File: config.mk
export PLATFORM = sky130hd
export DESIGN_NAME = v_hier_qvec_fifo
export DESIGN_NICKNAME = d
export VERILOG_FILES = /design/src/rtl/v_hier_pkg.sv /design/src/rtl/v_hier_qvec_mem.sv /design/src/rtl/v_hier_qvec_fifo.sv
export SDC_FILE = /design/constraint.sdc
export NUM_CORES = 1
export LEC_CHECK = 0
export CELL_PAD_IN_SITES_DETAIL_PLACEMENT = 0
export CELL_PAD_IN_SITES_GLOBAL_PLACEMENT = 1
export CORE_MARGIN = 4
export CORE_UTILIZATION = 38
export CTS_CLUSTER_DIAMETER = 50
export CTS_CLUSTER_SIZE = 12
export DETAILED_ROUTE_END_ITERATION = 7
export GPL_ROUTABILITY_DRIVEN = 0
export PLACE_DENSITY = 0.7
export SYNTH_ARGS = -nofsm -noshare
export SYNTH_HDL_FRONTEND = slang
export SYNTH_SLANG_ARGS = --single-unit
export TNS_END_PERCENT = 1
File: constraint.sdc
create_clock -name clk -period 5.2 [get_ports clk]
set_input_delay 1.04 -clock clk [delete_from_list [all_inputs] [get_ports clk]]
set_output_delay 1.04 -clock clk [all_outputs]
set_load 0.01 [all_outputs]
File: src/rtl/v_hier_pkg.sv
// Shared types and helpers for the v_hier qvec datapath.
package v_hier_pkg;

  localparam int QVEC_W = 4;

  typedef logic [QVEC_W-1:0] qvec_t;

  function automatic int ptr_w(input int depth);
    return $clog2(depth);
  endfunction

endpackage

File: src/rtl/v_hier_qvec_mem.sv
// DEPTH x WIDTH register array: one synchronous write port, one asynchronous read port.
module v_hier_qvec_mem
  import v_hier_pkg::*;
#(
  parameter int WIDTH = QVEC_W,
  parameter int DEPTH = 8,
  parameter int AW    = ptr_w(DEPTH)
) (
  input  logic             clk,
  input  logic             we,
  input  logic [AW-1:0]    waddr,
  input  logic [WIDTH-1:0] wdata,
  input  logic [AW-1:0]    raddr,
  output logic [WIDTH-1:0] rdata
);

  logic [WIDTH-1:0] ent_vec [DEPTH];

  // Each entry is its own register so that no array is written from more than one process.
  for (genvar gi = 0; gi < DEPTH; gi++) begin : g_ent
    logic [WIDTH-1:0] ent_q;

    always_ff @(posedge clk) begin
      if (we && (waddr == AW'(gi))) begin
        ent_q <= wdata;
      end
    end

    assign ent_vec[gi] = ent_q;
  end

  assign rdata = ent_vec[raddr];

endmodule

File: src/rtl/v_hier_qvec_fifo.sv
// Synchronous FIFO buffering qvec samples with valid/ready output and a sticky overflow flag.
// Optional change-only capture is enabled by defining V_HIER_QVEC_FIFO_CHGONLY_EN.
module v_hier_qvec_fifo
  import v_hier_pkg::*;
#(
  parameter int WIDTH = QVEC_W,
  parameter int DEPTH = 8
) (
  input  logic                     clk,
  input  logic                     rst,
  input  logic                     in_valid,
  input  logic [WIDTH-1:0]         in_data,
  output logic                     out_valid,
  input  logic                     out_ready,
  output logic [WIDTH-1:0]         out_data,
  output logic [$clog2(DEPTH):0]   count,
  output logic                     overflow,
  input  logic                     clr_ovf
);

  localparam int PW = ptr_w(DEPTH);
  localparam int CW = PW + 1;

  logic [PW-1:0]    wr_ptr_q, wr_ptr_d;
  logic [PW-1:0]    rd_ptr_q, rd_ptr_d;
  logic [CW-1:0]    count_q, count_d;
  logic             overflow_q, overflow_d;
  logic [WIDTH-1:0] rdata;
  logic             full, pop, push, drop, offered, is_new;

`ifdef V_HIER_QVEC_FIFO_CHGONLY_EN
  logic [WIDTH-1:0] last_q, last_d;
  logic             first_q, first_d;

  assign is_new = first_q || (in_data != last_q);

  // Only accepted samples update the reference; a full-FIFO drop leaves it untouched.
  always_comb begin
    last_d  = last_q;
    first_d = first_q;
    if (push) begin
      last_d  = in_data;
      first_d = 1'b0;
    end
  end

  always_ff @(posedge clk) begin
    if (rst) begin
      last_q  <= '0;
      first_q <= 1'b1;
    end else begin
      last_q  <= last_d;
      first_q <= first_d;
    end
  end
`else
  assign is_new = 1'b1;
`endif

  assign full      = (count_q == CW'(DEPTH));
  assign out_valid = (count_q != '0);
  assign pop       = out_valid && out_ready;
  assign offered   = in_valid && is_new;
  assign push      = offered && (!full || pop);
  assign drop      = offered && full && !pop;

  always_comb begin
    wr_ptr_d   = push ? wr_ptr_q + 1'b1 : wr_ptr_q;
    rd_ptr_d   = pop  ? rd_ptr_q + 1'b1 : rd_ptr_q;
    count_d    = count_q + CW'(push) - CW'(pop);
    overflow_d = overflow_q;
    if (clr_ovf) overflow_d = 1'b0;
    if (drop)    overflow_d = 1'b1;
  end

  always_ff @(posedge clk) begin
    if (rst) begin
      wr_ptr_q   <= '0;
      rd_ptr_q   <= '0;
      count_q    <= '0;
      overflow_q <= 1'b0;
    end else begin
      wr_ptr_q   <= wr_ptr_d;
      rd_ptr_q   <= rd_ptr_d;
      count_q    <= count_d;
      overflow_q <= overflow_d;
    end
  end

  v_hier_qvec_mem #(
    .WIDTH (WIDTH),
    .DEPTH (DEPTH),
    .AW    (PW)
  ) u_mem (
    .clk   (clk),
    .we    (push && !rst),
    .waddr (wr_ptr_q),
    .wdata (in_data),
    .raddr (rd_ptr_q),
    .rdata (rdata)
  );

  assign out_data = out_valid ? rdata : '0;
  assign count    = count_q;
  assign overflow = overflow_q;

endmodule

==> results_dict.tcl <==
set metrics [dict create \
    row_count 26 \
    overflow 0 \
    wirelength_um 3330 \
    maxSlewHeadroom_pct 58.4 \
    yosysWarnings 0 \
    critPathMaxStageDelay_ps 710 \
    yosysTopAreaCell "edfxtp_1" \
    die_area_sq_um 6440 \
    netlist_area_sq_um 1980 \
    crit_required_ps 4160 \
    grt_pass1_vias 1152 \
    syn_nets 153 \
    power_mw 1.02 \
    tightestPinTransition_ps 622 \
    chipWidth_um 80.2 \
    path_buf_inv 1 \
    syn_to_final_growth_pct 17.1 \
    n_fill_cell 465 \
    critical_path.top_delay_family "flip-flops" \
    start_util_pct 39.1 \
    io_buffers 18 \
    drc 0 \
    endpoint_kind "output port" \
    arrival_ps 2300 \
    syn_area_per_cell_sq_um 15.1 \
    rsz0062_at_grt "no" \
    viasPerCell 4.86 \
    post-dp-hpwl_um 2470 \
    finalHoldViolCount 0 \
    cts-resized-gates 0 \
    cts_sinks 43 \
    drt_iter0_drc 49 \
    clk_pin_slew_ps 80 \
    power_leakage_nw 0.847 \
    synth_seq_cells 43 \
    synth_area_leaders "edfxtp_1 48%, dfxtp_1 11%, ha_1 7.6%" \
    grt_pass1_wl_um 5770 \
    cts_setup_buffers 0 \
    num_vias 1088 \
    rrSetupSlack_ps 2880 \
    drive_above_1_share_pct 14.9 \
    grt_max_degree 18 \
    ys_seq_area_share_pct 59.6 \
    ioPinCount 19 \
    nets 175 \
    ant_nets 0 \
    drv_cap 0 \
    critPathSlowestCell "dfxtp_1" \
    insertedDiodeCount 0 \
    cts_inserted_buffers 5 \
    worst_clock_skew_ps 5.17 \
    slew_violations 0 \
    ir_drop_uv 205 \
    hold_class "reg -> reg" \
    firstDrtPassIters 4 \
    tns_ps 0 \
    path_max_fanout 11 \
    setup_viol 0 \
    hold_buffers 0 \
    start_kind "register" \
    synth_top_area_share_pct 48.5 \
    crit_type "reg -> out" \
    grt_antenna_before_repair 0 \
    clock.fmax_mhz 300 \
    grt_use_total_pct 12.3 \
    p_per_area_nw_per_um2 440 \
    core_area_sq_um 5070 \
    htree_levels 2 \
    fin_crit_ps 3340 \
    die_h_um 80.2 \
    clk-insertion-delay-late_ps 290 \
    final_util_pct 45.8 \
    finalCritPeriodShare_pct 64.2 \
    path_cells "mux4_1 -> a22o_1 -> clkdlybuf4s50_1" \
    clk_path_buf_depth 2 \
    status "complete, no violations" \
    cts_root_buffer "clkbuf_8" \
    ys_types 32 \
    cts_tree "done" \
    syn_inst 131 \
    routedWlPerCell_um 14.8 \
]
cells in the mapped netlist:
library cell and number:
nand2_1 1, a21bo_2 1, a311oi_4 1, a21oi_1 4
inv_2 1, nand2b_1 3, nor2b_1 3, edfxtp_1 32
mux2i_1 1, buf_6 1, a22o_1 4, xor2_1 1
nor3b_2 1, o21ai_0 2, fa_1 1, nand4_1 1
clkbuf_1 1, buf_2 1, nor2_1 10, a21o_1 1
mux2_2 4, mux4_1 3, mux4_2 5, and2_1 3
and3_1 6, nand2b_2 1, nand3_1 3, a31oi_4 1
or3_2 1, ha_1 12, dfxtp_1 11, inv_1 10
final cells by class:
| cell class | instances | area (sq um) | share of cell area, % |
|---|---|---|---|
| Timing Repair Buffer | 18 | 180 | 7.76 |
| Clock buffer | 7 | 86.3 | 3.72 |
| Inverter | 11 | 41.3 | 1.78 |
| Tap cell | 70 | 87.6 | 3.77 |
| Multi-Input combinational cell | 74 | 741 | 31.9 |
| Clock inverter | 1 | 5.00 | 0.216 |
| Sequential cell | 43 | 1180 | 50.9 |
logic make-up after synthesis:
logic type	share of synthesized area (%)
AO/OA/AOI/OAI	6.56
XOR/XNOR	0.442
adder cells (fa/ha/maj)	8.58
buffers and inverters	3.09
flip-flops	59.6
multiplexers	12.4
AND/OR/NAND/NOR	9.34
path summary, 6_finish.rpt:
kind | endpoint | cells past startpoint | startpoint
max | out_data[3] | 3 | rd_ptr_q[0]
max reg2reg | count[3] | 10 | count[2]
min | overflow | 2 | overflow
min reg2reg | overflow | 2 | overflow
routing by layer:
metal	track usage, %	vias up	routed length (um)
li1	-	528	-
met1	15.0	531	1480
met2	20.0	23	1630
met3	4.04	6	147
met4	5.07	0	61
met5	0	-	0
sequential cells by signal, indices dropped and copies added, names as in the netlist:
name,cells
u_mem.g_ent.ent_q,32
count,4
rd_ptr_q,3
wr_ptr_q,3
overflow,1
cells in the final DEF, fill, tap and decap left out, drive strengths merged, types with 6 or more instances in the layout:
master         instances
edfxtp                32
clkdlybuf4s50         18
ha                    12
dfxtp                 11
inv                   11
nor2                  10
mux4                   8
clkbuf                 7
and3                   6
where the power goes:
part / switching, mW / internal (mW)
sequential: 0.0413 / 0.400
combinational: 0.165 / 0.202
clock: 0.107 / 0.107
tightest hold or removal path, stage by stage, from the launching register on:
cell,delay [ps]
dfxtp_1,320
nand2b_1,60
a21oi_1,60
metrics by stage:
stage / worst slack [ps] / hold WS (ps) / area [sq um] / std cells
finish: 1860 / 478 / 2320 / 224
global route: 1690 / 543 / 2320 / 224
CTS: 1790 / 482 / 2320 / 224
detailed placement: 2070 / 460 / 2230 / 216
global placement: 2120 / 463 / 2230 / 216
floorplan: 2790 / 481 / 1980 / 131
No activity file was read; power rests on OpenSTA's default activity.
==> RTL change (same settings) <==
Put one more register stage on the output `overflow`, cleared by the reset. The value now appears one clock later. The other outputs are not delayed to match.
--- a/src/rtl/v_hier_qvec_fifo.sv
+++ b/src/rtl/v_hier_qvec_fifo.sv
@@ -102,7 +102,13 @@
 
   assign out_data = out_valid ? rdata : '0;
   assign count    = count_q;
-  assign overflow = overflow_q;
+  always_ff @(posedge clk) begin
+    if (rst) begin
+      overflow <= '0;
+    end else begin
+      overflow <= overflow_q;
+    end
+  end
 
 endmodule
 
Behaviour: not the same (a bounded check fails within 10 cycles, from zero or initial values and one cycle with rst high).
==> RTL change against the original RTL <==
Synthesized cell count is 2.3% higher. Setup slack worse by 0.016 ns. Count of clock-buffer cells in the layout is 1 lower. Utilization is 0.076 points higher. Routed wire length is 2.0% higher. Critical endpoint is now out_data[0]. Clock skew hardly changed. Highest routed layer unchanged. Sequential cell count is 1 higher. Total power is 0.12% higher. Design area is 0.81% higher. Area after synthesis is 1.6% higher. Largest cell class unchanged.
==> RTL change: results (changes against the original RTL) <==
Min-Delay Path Depth: 1 (-1)
Synth area leaders: edfxtp_1 48%, dfxtp_1 12%, ha_1 7.5%, mux4_2 5.6%, mux4_1 3.9%
hold path endpoint: overflow
TritonCTS Buffers: 5 (unchanged)
dpl hpwl: 2480 um (+0.47%)
top cells by count, synth: 32 x edfxtp_1, 12 x dfxtp_1, 12 x ha_1
DR iter-0 viols: 87 (+78%)
Non-Filler Instances: 226 (+0.89%)
leakage: 0.000848 uW (+0.11%)
first-pass GRT wire length: 5690 um (-1.4%)
final instance area: 2340 sq um (+0.81%)
FF/Latch Area: 1200 sq um (+1.7%)
multi-input logic portion of the cell area: 31.9% (about the same)
Synth Instances: 134 (+2.3%)
Clock Latency Late Sink: 0.29 ns (about the same)
Non-clk bufs: 18 (unchanged)
register bit count reported by yosys: 44 (+2.3%)
post-synth cell types: 32 (unchanged)
Pwr Total: 1020 uW (+0.12%)
DP Worst Slack: 2.06 ns (-0.0132 ns)
final wirelength: 3390 um (+2.0%)
final-stage net count: 177 (+1.1%)
largest net degree at the start of global routing: 19 (+1)
port bufs: 18 (unchanged)
most flop-heavy register: u_mem.g_ent.ent_q
FF-to-FF setup slack: 2.80 ns (-0.08 ns)
Worst VDD drop: 0.194 mV (-5.0%)
slew of the pin with the lowest slew margin: 0.646 ns (+0.0239 ns)
# diodes: 0 (unchanged)
share of cells above drive strength 1: 14.1% (-0.83 points)
Pre-antenna DRT Iters: 4 (unchanged)
vias: 1,104 (+1.5%)
Synthesized Nets: 156 (+2.0%)
Hold Path Origin: overflow_q
top_reg_cell synth: edfxtp_1
Hold WS: 0.470 ns (-0.00838 ns)
clock share of power: 19.7% (-1.3 points)
Fillers: 468 (+0.65%)
Die Width: 80.8 um (+0.71%)
total global-route track usage: 12.1% (-0.22 points)
Fin Clk Skew: 0.00508 ns (-0.0000813 ns)
Switching Share: 31.3% (+0.63 points)
Clock-cell share: 3.58% (-0.35 points)
placed cells: 218 (+0.93%)
Logic power comb: 372 uW (+1%)
Multi-Input Combinational: 75 (+1.4%)
NonClk Buf Share: 7.70% (-0.062 points)
clock buffer count: 6 (-1)
sequential fraction of the synthesis area: 59.6% (+0.069 points)
Root Buffer: clkbuf_8
status: finished clean
[RTL change: cell types whose count changed in the layout (fill, tap and decap cells not counted), sizes merged]
cell	before	now
clkbuf	7	6
dfxtp	11	12
clkinvlp	0	1
nor2b	3	4
[RTL change: how the worst max path moves through the flow]
stage           startpoint          end  slack [ns]
2_1_floorplan    out_ready     count[3]        2.79
5_1_grt        rd_ptr_q[0]  out_data[3]        1.71
3_5_place_dp     out_ready     count[2]        2.06
3_3_place_gp     out_ready     count[2]        2.12
6_report       rd_ptr_q[0]  out_data[0]        1.85
4_1_cts        rd_ptr_q[0]  out_data[0]        1.79
[RTL change: cells by family after synthesis]
logic type | synth area share [%]
buffers and inverters | 3.29
XOR/XNOR | 0.435
AO/OA/AOI/OAI | 6.46
multiplexers | 12.2
AND/OR/NAND/NOR | 9.50
adder cells (fa/ha/maj) | 8.45
flip-flops | 59.6
[RTL change: metal layers]
layer	wire length (um)	track usage, %
met1	1490	14.0
met2	1660	20.5
met3	174	3.55
met4	68	5.57
met5	0	0
